<file path="config.mk">
export PLATFORM = sky130hd
export DESIGN_NAME = fifo2axis
export DESIGN_NICKNAME = d
export VERILOG_FILES = /design/src/rtl/fifo2axis.sv
export SDC_FILE = /design/constraint.sdc
export NUM_CORES = 1
export LEC_CHECK = 0
export CORE_MARGIN = 8
export CORE_UTILIZATION = 40
export DETAILED_ROUTE_END_ITERATION = 10
export PLACE_DENSITY = 0.6
export SETUP_SLACK_MARGIN = 0.15
export SKIP_LAST_GASP = 1
export SYNTH_ARGS = -nofsm -noshare
export SYNTH_HDL_FRONTEND = slang
export SYNTH_SLANG_ARGS = --single-unit
</file>
<file path="constraint.sdc">
create_clock -name ACC_CLK -period 3.9 [get_ports ACC_CLK]
set_clock_uncertainty 0.2 [all_clocks]
set_input_delay 0.78 -clock ACC_CLK [delete_from_list [all_inputs] [get_ports ACC_CLK]]
set_output_delay 0.78 -clock ACC_CLK [all_outputs]
set_load 0.01 [all_outputs]
</file>
<file path="src/rtl/fifo2axis.sv">
//==============================================================================
// Module   : fifo2axis
// Purpose  : FIFO-write to AXI-Stream master adapter with a 2-entry output
//            buffer and a programmed packet length; TLAST marks the final beat.
// Revision : 1.0
//==============================================================================
`timescale 1ns/1ps
`default_nettype none

module fifo2axis #(
    parameter int DATA_WIDTH  = 64,
    parameter int LEN_WIDTH   = 16,
    parameter int FULL_ACTIVE = 1
) (
    input  logic                  ACC_CLK,
    input  logic                  ARESETN,
    input  logic                  CTRL_ALLOW,
    input  logic [LEN_WIDTH-1:0]  CTRL_LENGTH,
    output logic                  CTRL_READY,
    output logic                  CTRL_FINISHED,
    input  logic [DATA_WIDTH-1:0] FIFO_DIN,
    input  logic                  FIFO_WRITE,
    output logic                  FIFO_FULL,
    output logic [DATA_WIDTH-1:0] AXIS_TDATA,
    output logic                  AXIS_TVALID,
    output logic                  AXIS_TLAST,
    input  logic                  AXIS_TREADY
);

    typedef enum logic [1:0] {
        S_IDLE  = 2'd0,
        S_RUN   = 2'd1,
        S_DRAIN = 2'd2,
        S_DONE  = 2'd3
    } state_t;

    state_t                r_state;
    state_t                w_state_nxt;
    logic [DATA_WIDTH-1:0] r_data [2];
    logic [1:0]            r_last;
    logic                  r_head;
    logic                  r_tail;
    logic [1:0]            r_count;
    logic [1:0]            w_count_nxt;
    logic [LEN_WIDTH-1:0]  r_len;
    logic [LEN_WIDTH-1:0]  r_wr_cnt;
    logic [LEN_WIDTH-1:0]  r_sent_cnt;
    logic [LEN_WIDTH:0]    w_wr_inc;
    logic [LEN_WIDTH:0]    w_sent_inc;
    logic                  w_wr_last;
    logic                  w_sent_last;
    logic                  w_full;
    logic                  w_push;
    logic                  w_pop;
    logic                  w_valid;
    logic                  w_start;

    // Counters compare one bit wider so a maximum-length packet never wraps.
    assign w_wr_inc    = {1'b0, r_wr_cnt} + {{LEN_WIDTH{1'b0}}, 1'b1};
    assign w_sent_inc  = {1'b0, r_sent_cnt} + {{LEN_WIDTH{1'b0}}, 1'b1};
    assign w_wr_last   = (w_wr_inc == {1'b0, r_len});
    assign w_sent_last = (w_sent_inc == {1'b0, r_len});

    // Full is built only from registers, keeping TREADY off the FULL path.
    assign w_full  = (r_state != S_RUN) | (r_count == 2'd2) | (r_wr_cnt == r_len);
    assign w_push  = FIFO_WRITE & ~w_full;
    assign w_valid = (r_count != 2'd0);
    assign w_pop   = w_valid & AXIS_TREADY;
    assign w_start = CTRL_ALLOW & ((r_state == S_IDLE) | (r_state == S_DONE));

    always_comb begin
        w_count_nxt = r_count;
        case ({w_push, w_pop})
            2'b10:   w_count_nxt = r_count + 2'd1;
            2'b01:   w_count_nxt = r_count - 2'd1;
            default: w_count_nxt = r_count;
        endcase
    end

    always_comb begin
        w_state_nxt = r_state;
        case (r_state)
            S_IDLE, S_DONE: begin
                if (CTRL_ALLOW) begin
                    w_state_nxt = (CTRL_LENGTH == '0) ? S_DONE : S_RUN;
                end
            end
            S_RUN: begin
                if (w_push && w_wr_last) begin
                    w_state_nxt = (w_count_nxt == 2'd0) ? S_DONE : S_DRAIN;
                end
            end
            S_DRAIN: begin
                if (w_pop && w_sent_last) begin
                    w_state_nxt = S_DONE;
                end
            end
            default: w_state_nxt = S_IDLE;
        endcase
    end

    always_ff @(posedge ACC_CLK or negedge ARESETN) begin
        if (!ARESETN) begin
            r_state <= S_IDLE;
        end else begin
            r_state <= w_state_nxt;
        end
    end

    always_ff @(posedge ACC_CLK or negedge ARESETN) begin
        if (!ARESETN) begin
            r_len      <= '0;
            r_wr_cnt   <= '0;
            r_sent_cnt <= '0;
        end else if (w_start) begin
            r_len      <= CTRL_LENGTH;
            r_wr_cnt   <= '0;
            r_sent_cnt <= '0;
        end else begin
            if (w_push) begin
                r_wr_cnt <= w_wr_inc[LEN_WIDTH-1:0];
            end
            if (w_pop) begin
                r_sent_cnt <= w_sent_inc[LEN_WIDTH-1:0];
            end
        end
    end

    always_ff @(posedge ACC_CLK or negedge ARESETN) begin
        if (!ARESETN) begin
            r_data[0] <= '0;
            r_data[1] <= '0;
            r_last    <= 2'b00;
            r_head    <= 1'b0;
            r_tail    <= 1'b0;
            r_count   <= 2'd0;
        end else begin
            if (w_push) begin
                r_data[r_tail] <= FIFO_DIN;
                r_last[r_tail] <= w_wr_last;
                r_tail         <= ~r_tail;
            end
            if (w_pop) begin
                r_head <= ~r_head;
            end
            r_count <= w_count_nxt;
        end
    end

    assign AXIS_TDATA    = r_data[r_head];
    assign AXIS_TVALID   = w_valid;
    assign AXIS_TLAST    = w_valid & r_last[r_head];
    assign CTRL_READY    = (r_state == S_IDLE) | (r_state == S_DONE);
    assign CTRL_FINISHED = (r_state == S_DONE);
    assign FIFO_FULL     = (FULL_ACTIVE != 0) ? w_full : ~w_full;

endmodule

`default_nettype wire

</file>
* Word level (Yosys, flattened, before mapping)
Index checks and enable logic that the tools add are counted. Widths: inputs -> output; s select.
Storage, ports and cells: logic and storage cells 79, flip-flop bits (word level) 184, output and inout bits 69
Operators by class: $lt $le $gt $ge 6, equal/unequal tests 13, reductions and logical operators 12, add/subtract/negate cells 4, bitwise logic cells 12, multiplexer cells 22
Operators with widths (count):
- $mux 64 | 4
- $bwmux 128 | 1
- $demux 64 s1 | 1
- $mux 16 | 4
- $add 16x1->17 const B | 2
- $eq 17x16->1 | 2
- $eq 16x16->1 | 1
- $logic_not 16->1 | 1
- $eq 2x2->1 const B | 4
- $mux 2 | 4
- $ne 2x2->1 const B | 3
- $pmux 2 s3 | 1
- $reduce_bool 2->1 | 3
- $and 1x1->1 | 4
- $eq 2x1->1 const B | 2
- $ge 2x2->1 const B | 2
- $logic_and 1x1->1 | 4
- $logic_not 2->1 | 2
- $lt 1x2->1 const B | 2
- $mux 1 | 4
- $not 1->2 | 2
- $pmux 2 s2 | 1
- $not 1->1 | 3
- $or 1x1->1 | 3
- other kinds (9) | 9

* Depth between registers and ports, before layout
Gate-level depths: netlist of the first run.
depth in word-level cells 11, depth in mapped cells 13

* Least setup slack after synthesis of the first run
Ideal clock, no wire load.
path kind reg2reg, start point reg r_len[6], end point reg r_state[0], path buffers 2, data required time 3.574 ns, path slack 0.784 ns, arrival time 2.790 ns, stages on the path, launching flop included 13, cell sequence dfrtp_1 clkbuf_1 xnor2_1 nand4_1 nor4_1 a21o_1 buf_1 ha_1 nor2_1 xor2_1 nor2_1 o31a_1 o32a_1
Between the ends: word-level cells in the longest chain between the ends 10
RTL lines:
- start: declaration | line 45 | logic [LEN_WIDTH-1:0] r_len;
- start signal: assignment | line 112 | r_len <= '0;
- start signal: assignment | line 116 | r_len <= CTRL_LENGTH;
- $eq 16x16->1 * | line 65 | assign w_full = (r_state != S_RUN) | (r_count == 2'd2) | (r_wr_cnt == r_len);
- $or 1x1->1 * | line 65
- $not 1->1 *
- $and 1x1->1 * | line 66 | assign w_push = FIFO_WRITE & ~w_full;
- $eq 2x1->1 / $eq 2x2->1 (equally long branches) | line 73 | case ({w_push, w_pop})
- $pmux 2 s2 * | line 73
- net w_count_nxt[1] | line 44 | logic [1:0] w_count_nxt;
- $logic_not 2->1 * | line 90 | w_state_nxt = (w_count_nxt == 2'd0) ? S_DONE : S_DRAIN;
- $mux 1 * | line 90
- $mux 2 * | line 89 | if (w_push && w_wr_last) begin
- $pmux 2 s3 * | line 82 | case (r_state)
- end signal: assignment | line 106 | r_state <= w_state_nxt;
- end: declaration | line 37 | state_t r_state;
Mark *: on every way through the listed nets, which the timed path passes. The rest lies on a longest branch. The select of a mux whose other input is x is not followed. A chain may end at the register's enable or synchronous reset.

* Worst setup path in the final report of the first run
start point reg r_wr_cnt[4], end point out FIFO_FULL
Between the ends: word-level cells in the longest chain between the ends 2
RTL lines:
- start: declaration | line 46 | logic [LEN_WIDTH-1:0] r_wr_cnt;
- start signal: assignment | line 121 | r_wr_cnt <= w_wr_inc[LEN_WIDTH-1:0];
- $eq 16x16->1 | line 65
- $or 1x1->1 | line 65
- end: declaration | line 23 | output logic FIFO_FULL,
Every way passes these cells.

==> results.yml, run 1 <==
logic_synthesis:
  synth_top_area_share_pct: 49.24
  synth.top_cells.by_area: "dfrtp_1, mux2_2, xnor2_1"
  ys_async_sr_fraction_pct: 100.0
  synth_top_cell_by_area: "dfrtp_1"
  synth_edf_count: 0
  ys_warn_count: 0
  syn_inst: 768
  synthesis.area_um2: 9350
  syn_nets: 859
  synth_seq_cells: 184
  ys_top_cells_by_count: "mux2_2, dfrtp_1, nor2_1"
  syn_avg_cell_area_um2: 12.17
  synth_cell_type_count: 64
  ys.flop_type: "dfrtp_1"
  yosysMostFrequentCell: "mux2_2"
  yosysSeqAreaShare_pct: 49.24
global_routing:
  grt_max_degree: 92
  antenna_found_initial: 2
  track_usage_pct: 16.18
  overflow: 0
  grt_pass1_wl_um: 36560
  grt_pass1_vias: 6620
final_layout:
  area_growth_pct: 26.83
  final_nets: 997
  instances_no_fill: 1238
  diodes: 0
  fillers: 2098
  drive_gt1_share_pct: 29.71
clocking:
  tritoncts: "done"
  cts_root_buf: "clkbuf_16"
  htreeDepth: 4
  clock_sinks: 184
  clk_latency_ps: 430
  clk_pin_slew_ps: 80
  cts_made_buffers: 17
  cts_buffer_depth: 2
timing:
  fmax_mhz: 290.4
  rsz0062_at_grt: "no"
  relSlewSlack_pct: 47.04
  tightest_slew_ps: 794.5
  hold_violations: 0
  fin_tns_setup_ps: 0
  setup_viol: 0
  slew_viol_final: 0
  timing.final.crit_share_pct: 88.30
  min_period_ps: 3444
drt:
  drcViolationCount: 0
  drt-pass1-iter-count: 4
  vias: 6301
  drt_iter0_drc: 322
  wl_per_cell_um: 18.36
  via_per_inst: 5.090
  drt_wl_total_um: 22730
  ant_nets: 0
place:
  io_buffers: 153
  hpwl_um: 16070
  gp_routability_congestion: 0.8269
  place_inst: 1206
critical_path:
  cp-start-kind: "register"
  crit_path_top_delay_cell: "clkdlybuf4s50_1"
  required_ps: 2920
  crit_path_max_fanout: 7
  crit_type: "reg2out"
  startpoint: "r_wr_cnt[4]$_DFFE_PN0P_"
  worstPathArrival_ps: 2460
  reg2reg_from: "r_wr_cnt[0]$_DFFE_PN0P_"
  slowest_delay_ps: 550
  worstPathCellList: "xnor2_1, nand4_1, nor4_1, nand2_1, nand3_1, clkdlybuf4s50_1"
  reg2reg_setup_slack_ps: 680
  end_kind: "output pin"
floorplan:
  die-width_um: 168.9
  dieArea_um2: 28520
  rows: 56
  start_util_pct: 40.32
  ioPinCount: 154
  core_um2: 23190
  die_h_um: 168.9
status:
  outcome: "complete, no violations"
pwr:
  p_leak_nw: 5.419
  powerDensity_nw_per_um2: 321.8
  ir_worst_vdd_v: 0.0002680
hold_path:
  hold_class: "in2async"
job:
  drv_cap: 0
[cell families (layout without fill, tap and decap cells)]
group | count (synthesis) | after routing | share of synthesized area [%]
xor gates and xnor gates | 72 | 72 | 6.744
buffers and inverters | 56 | 207 | 2.957
DFF | 184 | 184 | 49.24
AOI/OAI and AO/OA | 63 | 63 | 4.925
and+or+nand+nor | 178 | 178 | 10.18
adders and majority gates | 6 | 6 | 0.8029
muxes | 209 | 209 | 25.14
[metrics by stage]
stage               utilization [%]  cell area (um^2)  setup slack [ps]  hold slack (ps)  power (mW)
global route                  51.13             11860             192.7            251.9       3.960
floorplan                         -              9350             783.7            248.1       1.947
CTS                           51.10             11850             369.1            219.3       3.885
detailed placement            48.41             11230             725.1            281.3       2.088
global placement              48.41             11230             754.5            262.5       2.089
finish                        51.13             11860             456.4            202.9       3.816
[routing by layer]
metal | GRT usage [%] | routed length [um]
met1 | 20.88 | 10220
met4 | 4.270 | 235
met3 | 6.546 | 1732
met2 | 24.76 | 10530
met5 | 0 | 18
[layout make-up]
type / instances / area [um^2] / share of cell area [%]
repair buffers: 166 / 1708 / 14.40
clock buffers: 17 / 425.4 / 3.587
well taps: 319 / 399.1 / 3.366
flip-flops and latches: 184 / 4606 / 38.84
multi-input cells: 528 / 4488 / 37.85
clock inverters: 15 / 198.9 / 1.678
inverters: 9 / 33.78 / 0.2849
[where the power goes]
group | internal, mW | switching (mW) | leakage (nW) | total [mW]
logic | 0.0799 | 0.0605 | 2.56 | 0.140
clock network | 0.883 | 0.887 | 0.301 | 1.77
registers | 1.91 | 0 | 2.56 | 1.91
[worst paths after layout]
| path | to | depth (start not counted) |
|---|---|---|
| max in group asynchronous | r_data[40]$_DFFE_PN0P_ | 2 |
| min | r_data[113]$_DFFE_PN0P_ | 1 |
| min reg2reg | r_last[0]$_DFFE_PN0P_ | 2 |
| min in group ACC_CLK | r_last[0]$_DFFE_PN0P_ | 2 |
| max | FIFO_FULL | 6 |
| max reg2reg | r_state[0]$_DFFE_PN0P_ | 9 |
[flip-flops by register name, indices dropped and copies added, names as in the netlist]
register	flops
r_sent_cnt	16
r_last	2
r_head	1
r_wr_cnt	16
r_count	2
r_tail	1
r_len	16
r_data	128
r_state	2
[timing repair]
| action | 4_1_cts | 5_1_grt |
|---|---|---|
| setup endpoints to repair | 0 | 1 |
| hold buffers | 0 | 0 |
| setup buffers | 0 | 0 |
| gates resized for setup | 0 | 1 |
[cells in the final DEF, fill, tap and decap left out, types with 4 or more instances in the layout]
master / Yosys / final
xnor2_1: 46 / 45
inv_6: 0 / 4
dfrtp_1: 184 / 183
buf_4: 3 / 7
o21ai_0: 16 / 16
nor2_1: 47 / 46
nand4_1: 16 / 16
nand2_1: 27 / 26
ha_1: 6 / 6
inv_1: 9 / 9
o211ai_1: 4 / 4
clkbuf_16: 0 / 17
clkinv_8: 0 / 7
and3_1: 5 / 5
clkdlybuf4s50_1: 0 / 152
or3_1: 9 / 9
mux2_2: 207 / 207
nand2b_1: 5 / 5
nor3_1: 12 / 12
xor2_1: 26 / 26
nor4_1: 8 / 8
buf_12: 0 / 6
nand3_1: 19 / 19
a21oi_1: 13 / 13
[critical path, delay by kind of cell (launching register included)]
kind	cells	cell delay (ps)
DFF	1	470
buffers and inverters	1	550
and+or+nand+nor	4	750
xor gates and xnor gates	1	260
No activity file was read; power rests on OpenSTA's default activity.
==> run 2, diff against run 1 <==
--- a/config.mk
+++ b/config.mk
@@ -7,6 +7,7 @@
 export LEC_CHECK = 0
 export CORE_MARGIN = 8
 export CORE_UTILIZATION = 40
+export CTS_CLUSTER_DIAMETER = 80
 export DETAILED_ROUTE_END_ITERATION = 10
 export PLACE_DENSITY = 0.6
 export SETUP_SLACK_MARGIN = 0.15
==> constraint.sdc (replaced) <==
create_clock -name ACC_CLK -period 4.3 [get_ports ACC_CLK]
set_clock_uncertainty 0.2 [all_clocks]
set_input_delay 0.86 -clock ACC_CLK [delete_from_list [all_inputs] [get_ports ACC_CLK]]
set_output_delay 0.86 -clock ACC_CLK [all_outputs]
set_load 0.01 [all_outputs]
==> run 2 against run 1 <==
  * Clock power shrank 7%
  * Critical path depth unchanged
  * Core utilization down 0.086 points
  * Register-to-register slack better by 70 ps
  * Combinational power shrank 10%
  * Critical path type unchanged
  * Highest routed layer unchanged
==> results.yml, run 2 (synthesis results as in run 1) <==
status:
  outcome: "complete, no violations"
final_layout:
  utilization_pct: 51.05
  regMostFlops: "r_data"
  drive_gt1_share_pct: 29.44
  area_growth_pct: 26.62
  instances_no_fill: 1236
  layout_commonest_cell: "mux2_2"
  diodes: 0
  final_nets: 995
  layout_common_cells: "mux2_2, dfrtp_1, clkdlybuf4s50_1"
  largest_reg_flops: 128
critical_path:
  required_ps: 3240
  crit_path_max_fanout: 5
  crit_type: "reg2out"
  reg2reg_setup_slack_ps: 750
  worstPathArrival_ps: 2600
  cp-start-kind: "register"
  end_kind: "output pin"
place:
  hpwl_um: 15850
  gp_routability_congestion: 0.8349
  io_buffers: 153
  place_inst: 1204
clocking:
  cts_resized: 0
  htreeDepth: 4
  clk_pin_slew_ps: 70
  cts_made_buffers: 17
  cts_hold_buf: 0
  cts_buffer_depth: 2
  clk_latency_ps: 430
  cts_root_buf: "clkbuf_16"
  post_cts_buffers: 0
  clock_sinks: 184
  tritoncts: "done"
floorplan:
  die_h_um: 168.9
  core_um2: 23190
  die-width_um: 168.9
  ioPinCount: 154
  dieArea_um2: 28520
  rows: 56
  start_util_pct: 40.32
drt:
  drt-pass1-iter-count: 4
  ant_nets: 0
  drt_wl_total_um: 22360
  vias: 6332
  drcViolationCount: 0
  wl_per_cell_um: 18.09
  via_per_inst: 5.123
  drt_iter0_drc: 346
hold_path:
  hold_class: "reg2reg"
timing:
  setup_viol: 0
  timing.final.crit_share_pct: 85.11
  hold_violations: 0
  fmax_mhz: 273.2
  relSlewSlack_pct: 41.09
  fin_tns_setup_ps: 0
  rsz0062_at_grt: "no"
  tightest_slew_ps: 883.7
  slew_viol_final: 0
  min_period_ps: 3660
pwr:
  totalPowerFinal_mw: 3.507
  p_leak_nw: 5.403
  power_frac_clock_pct: 47.1
  swShare_pct: 24.24
  internal-power_mw: 2.657
  ir_worst_vdd_v: 0.0002310
  combPwrFrac_pct: 3.6
  powerDensity_nw_per_um2: 296.2
  switchingPower_mw: 0.8501
  seqPwrFrac_pct: 49.3
global_routing:
  grt_pass1_vias: 6726
  track_usage_pct: 16.36
  overflow: 0
  grt_max_degree: 106
  grt_pass1_wl_um: 37200
  antenna_found_initial: 1
job:
  drv_cap: 0
## run 2: area by class of cell
| type | instances | area (um^2) |
|---|---|---|
| repair buffers | 164 | 1680 |
| flip-flops and latches | 184 | 4606 |
| clock buffers | 17 | 425.4 |
| well taps | 319 | 399.1 |
| inverters | 9 | 33.78 |
| multi-input cells | 528 | 4481 |
| fillers | 2092 | 11350 |
| clock inverters | 15 | 214.0 |
## run 2: through the flow
| stage | area (um^2) | setup slack (ps) | hold WS [ps] |
|---|---|---|---|
| floorplan | 9350 | 1184 | 248.1 |
| global placement | 11200 | 889.7 | 265.7 |
| detailed placement | 11200 | 769.2 | 270.0 |
| CTS | 11840 | 606.8 | 286.9 |
| global route | 11840 | 484.7 | 316.3 |
| finish | 11840 | 640.3 | 280.8 |
## run 2: final timing paths
| kind | startpoint | end | cells after the start |
|---|---|---|---|
| max | r_len[13]$_DFFE_PN0P_ | FIFO_FULL | 6 |
| min | r_last[1]$_DFFE_PN0P_ | r_last[1]$_DFFE_PN0P_ | 2 |
| min reg2reg | r_last[1]$_DFFE_PN0P_ | r_last[1]$_DFFE_PN0P_ | 2 |
| min in group asynchronous | ARESETN | r_data[49]$_DFFE_PN0P_ | 1 |
| max reg2reg | r_len[13]$_DFFE_PN0P_ | r_state[0]$_DFFE_PN0P_ | 10 |
| max in group asynchronous | ARESETN | r_data[124]$_DFFE_PN0P_ | 2 |
## run 2: per-layer routing
metal	track usage, %	routed length (um)	up-vias
met2	24.83	10020	124
met5	0	10	-
met3	5.847	1718	29
met4	5.124	405	2
li1	-	-	3024
met1	21.46	10200	3153
## run 2: critical path: stages, from the launching register on
cell	delay, ps
dfrtp_1	440
xnor2_1	470
nand4_1	170
nor4_1	300
nand2_1	150
nand3_1	110
clkdlybuf4s50_1	540
## run 2: power groups by stage
stage	sequential, mW	combinational (mW)	clock [mW]
global route	1.73	0.140	1.77
detailed placement	1.76	0.130	0
finish	1.73	0.126	1.65
global placement	1.76	0.130	0
CTS	1.73	0.131	1.70
floorplan	1.76	0.00198	0
==> run 3, diff against run 2 <==
--- a/config.mk
+++ b/config.mk
@@ -9,7 +9,9 @@
 export CORE_UTILIZATION = 40
 export CTS_CLUSTER_DIAMETER = 80
 export DETAILED_ROUTE_END_ITERATION = 10
-export PLACE_DENSITY = 0.6
+export DONT_BUFFER_PORTS = 1
+export HOLD_SLACK_MARGIN = 0.02
+export PLACE_DENSITY = 0.51
 export SETUP_SLACK_MARGIN = 0.15
 export SKIP_LAST_GASP = 1
 export SYNTH_ARGS = -nofsm -noshare
==> run 3 against run 2 <==
  * Clock power fell by 5%
  * Clock-buffer cell count rose by 1
  * Power fell by 6.0%
  * Highest routed layer is now met4
  * Critical endpoint is now AXIS_TDATA[10]
  * The flow now finishes with violations (hold timing)
  * Core utilization fell by 7.1 points
  * Maximum frequency rose by 12%
  * Via count fell by 7.1%
==> results.yml, run 3 (synthesis results as in run 1) <==
final_layout:
  diodes: 0
  final_nets: 838
  regMostFlops: "r_data"
  final_cell_area_um2: 10190
  largest_reg_flops: 128
  drive_gt1_share_pct: 34.74
  fillers: 2130
  area_growth_pct: 8.965
  layout_common_cells: "mux2_2, dfrtp_1, xnor2_1, nor2_1"
  layout_commonest_cell: "mux2_2"
global_routing:
  grt_max_degree: 185
  grt_pass1_vias: 6221
  track_usage_pct: 15.67
  grt_pass1_wl_um: 35250
  antenna_found_initial: 0
  overflow: 0
timing:
  hold_violations: 184
  tightest_slew_ps: 1020
  fmax_mhz: 304.9
  timing.final.crit_share_pct: 76.27
  relSlewSlack_pct: 32.03
  slew_viol_final: 0
  min_period_ps: 3280
  fin_tns_setup_ps: 0
  rsz0062_at_grt: "no"
  setup_viol: 0
  hold_slack_ps: -74.93
place:
  place_area_um2: 9584
  gp_routability_congestion: 0.8946
  hpwl_um: 15560
  io_buffers: 0
clocking:
  cts_buffer_depth: 2
  htreeDepth: 4
  post_cts_buffers: 0
  clock_sinks: 184
  cts_resized: 0
  cts_made_buffers: 17
  tritoncts: "done"
  cts_root_buf: "clkbuf_16"
  clk_pin_slew_ps: 70
  clk_latency_ps: 430
pwr:
  p_leak_nw: 4.788
  ir_worst_vdd_v: 0.0002485
  powerDensity_nw_per_um2: 323.4
critical_path:
  slowest_delay_ps: 950
  startpoint: "r_head$_DFFE_PN0P_"
  worstPathCellList: "buf_4, mux2_2"
  crit_type: "reg2out"
  reg2reg_setup_slack_ps: 1040
  reg2reg_from: "r_len[13]$_DFFE_PN0P_"
  reg2reg_depth: 9
  worstPathArrival_ps: 2220
  end_kind: "output pin"
  crit_path_max_fanout: 34
  crit_path_end: "AXIS_TDATA[10]"
  rr_endpoint: "r_data[14]$_DFFE_PN0P_"
  cp-start-kind: "register"
  required_ps: 3240
  crit_path_top_delay_cell: "dfrtp_2"
drt:
  via_per_inst: 5.451
  drcViolationCount: 0
  drt-pass1-iter-count: 6
  ant_nets: 0
  drt_iter0_drc: 300
  vias: 5882
  drt_wl_total_um: 21920
  wl_per_cell_um: 20.31
floorplan:
  start_util_pct: 40.32
  die_h_um: 168.9
  rows: 56
  ioPinCount: 154
  dieArea_um2: 28520
  core_um2: 23190
  die-width_um: 168.9
status:
  violations: "hold timing"
  outcome: "complete, but fails checks"
hold_path:
  hold_class: "in2async"
job:
  drv_cap: 0
-- run 3: where the power goes --
group	total [mW]	internal, mW	switching (mW)
Sequential	1.73	1.73	0
Clock	1.56	0.790	0.774
Combinational	0.00232	0.00179	0.000523
-- run 3: worst min-delay path by stage --
stage                                       from                 endpoint  cells after the start
after floorplan            r_last[0]$_DFFE_PN0P_    r_last[0]$_DFFE_PN0P_                      2
after global placement    r_data[53]$_DFFE_PN0P_   r_data[53]$_DFFE_PN0P_                      1
after detailed placement  r_data[45]$_DFFE_PN0P_   r_data[45]$_DFFE_PN0P_                      1
after CTS                                ARESETN    r_len[11]$_DFFE_PN0P_                      0
after global routing                     ARESETN  r_wr_cnt[9]$_DFFE_PN0P_                      0
final                                    ARESETN  r_wr_cnt[5]$_DFFE_PN0P_                      0
-- run 3: final cells by class --
type / instances / area (um^2) / share of cell area [%]
timing repair buffer: 7 / 65.06 / 0.6386
clock inverter: 14 / 175.2 / 1.719
sequential: 184 / 4606 / 45.20
multi-input combinational: 528 / 4481 / 43.98
tap: 319 / 399.1 / 3.917
clock buffer: 18 / 429.2 / 4.212
inverter: 9 / 33.78 / 0.3316
-- run 3: stage by stage --
step           power, mW  setup slack (ps)  std cells  util (%)
3_3_place_gp       1.765              1119       1047     41.33
3_5_place_dp       1.765              1085       1047     41.33
5_1_grt            3.427             796.3       1079     43.93
6_report           3.295              1020       1079     43.93
4_1_cts            3.357             965.4       1079     43.93
2_1_floorplan      1.766              1184        768         -
-- run 3: critical path: cells and delay by family (launching register included) --
kind	cells	cell delay, ps
buf+inv	1	410
flops	1	950
mux	1	420
-- run 3: routing by layer --
layer	GRT usage [%]	up-vias	part of all wire (%)
li1	-	2702	-
met1	18.44	3005	40
met2	25.59	158	49
met3	7.035	17	9.5
met4	4.193	0	1.0
met5	0	-	0
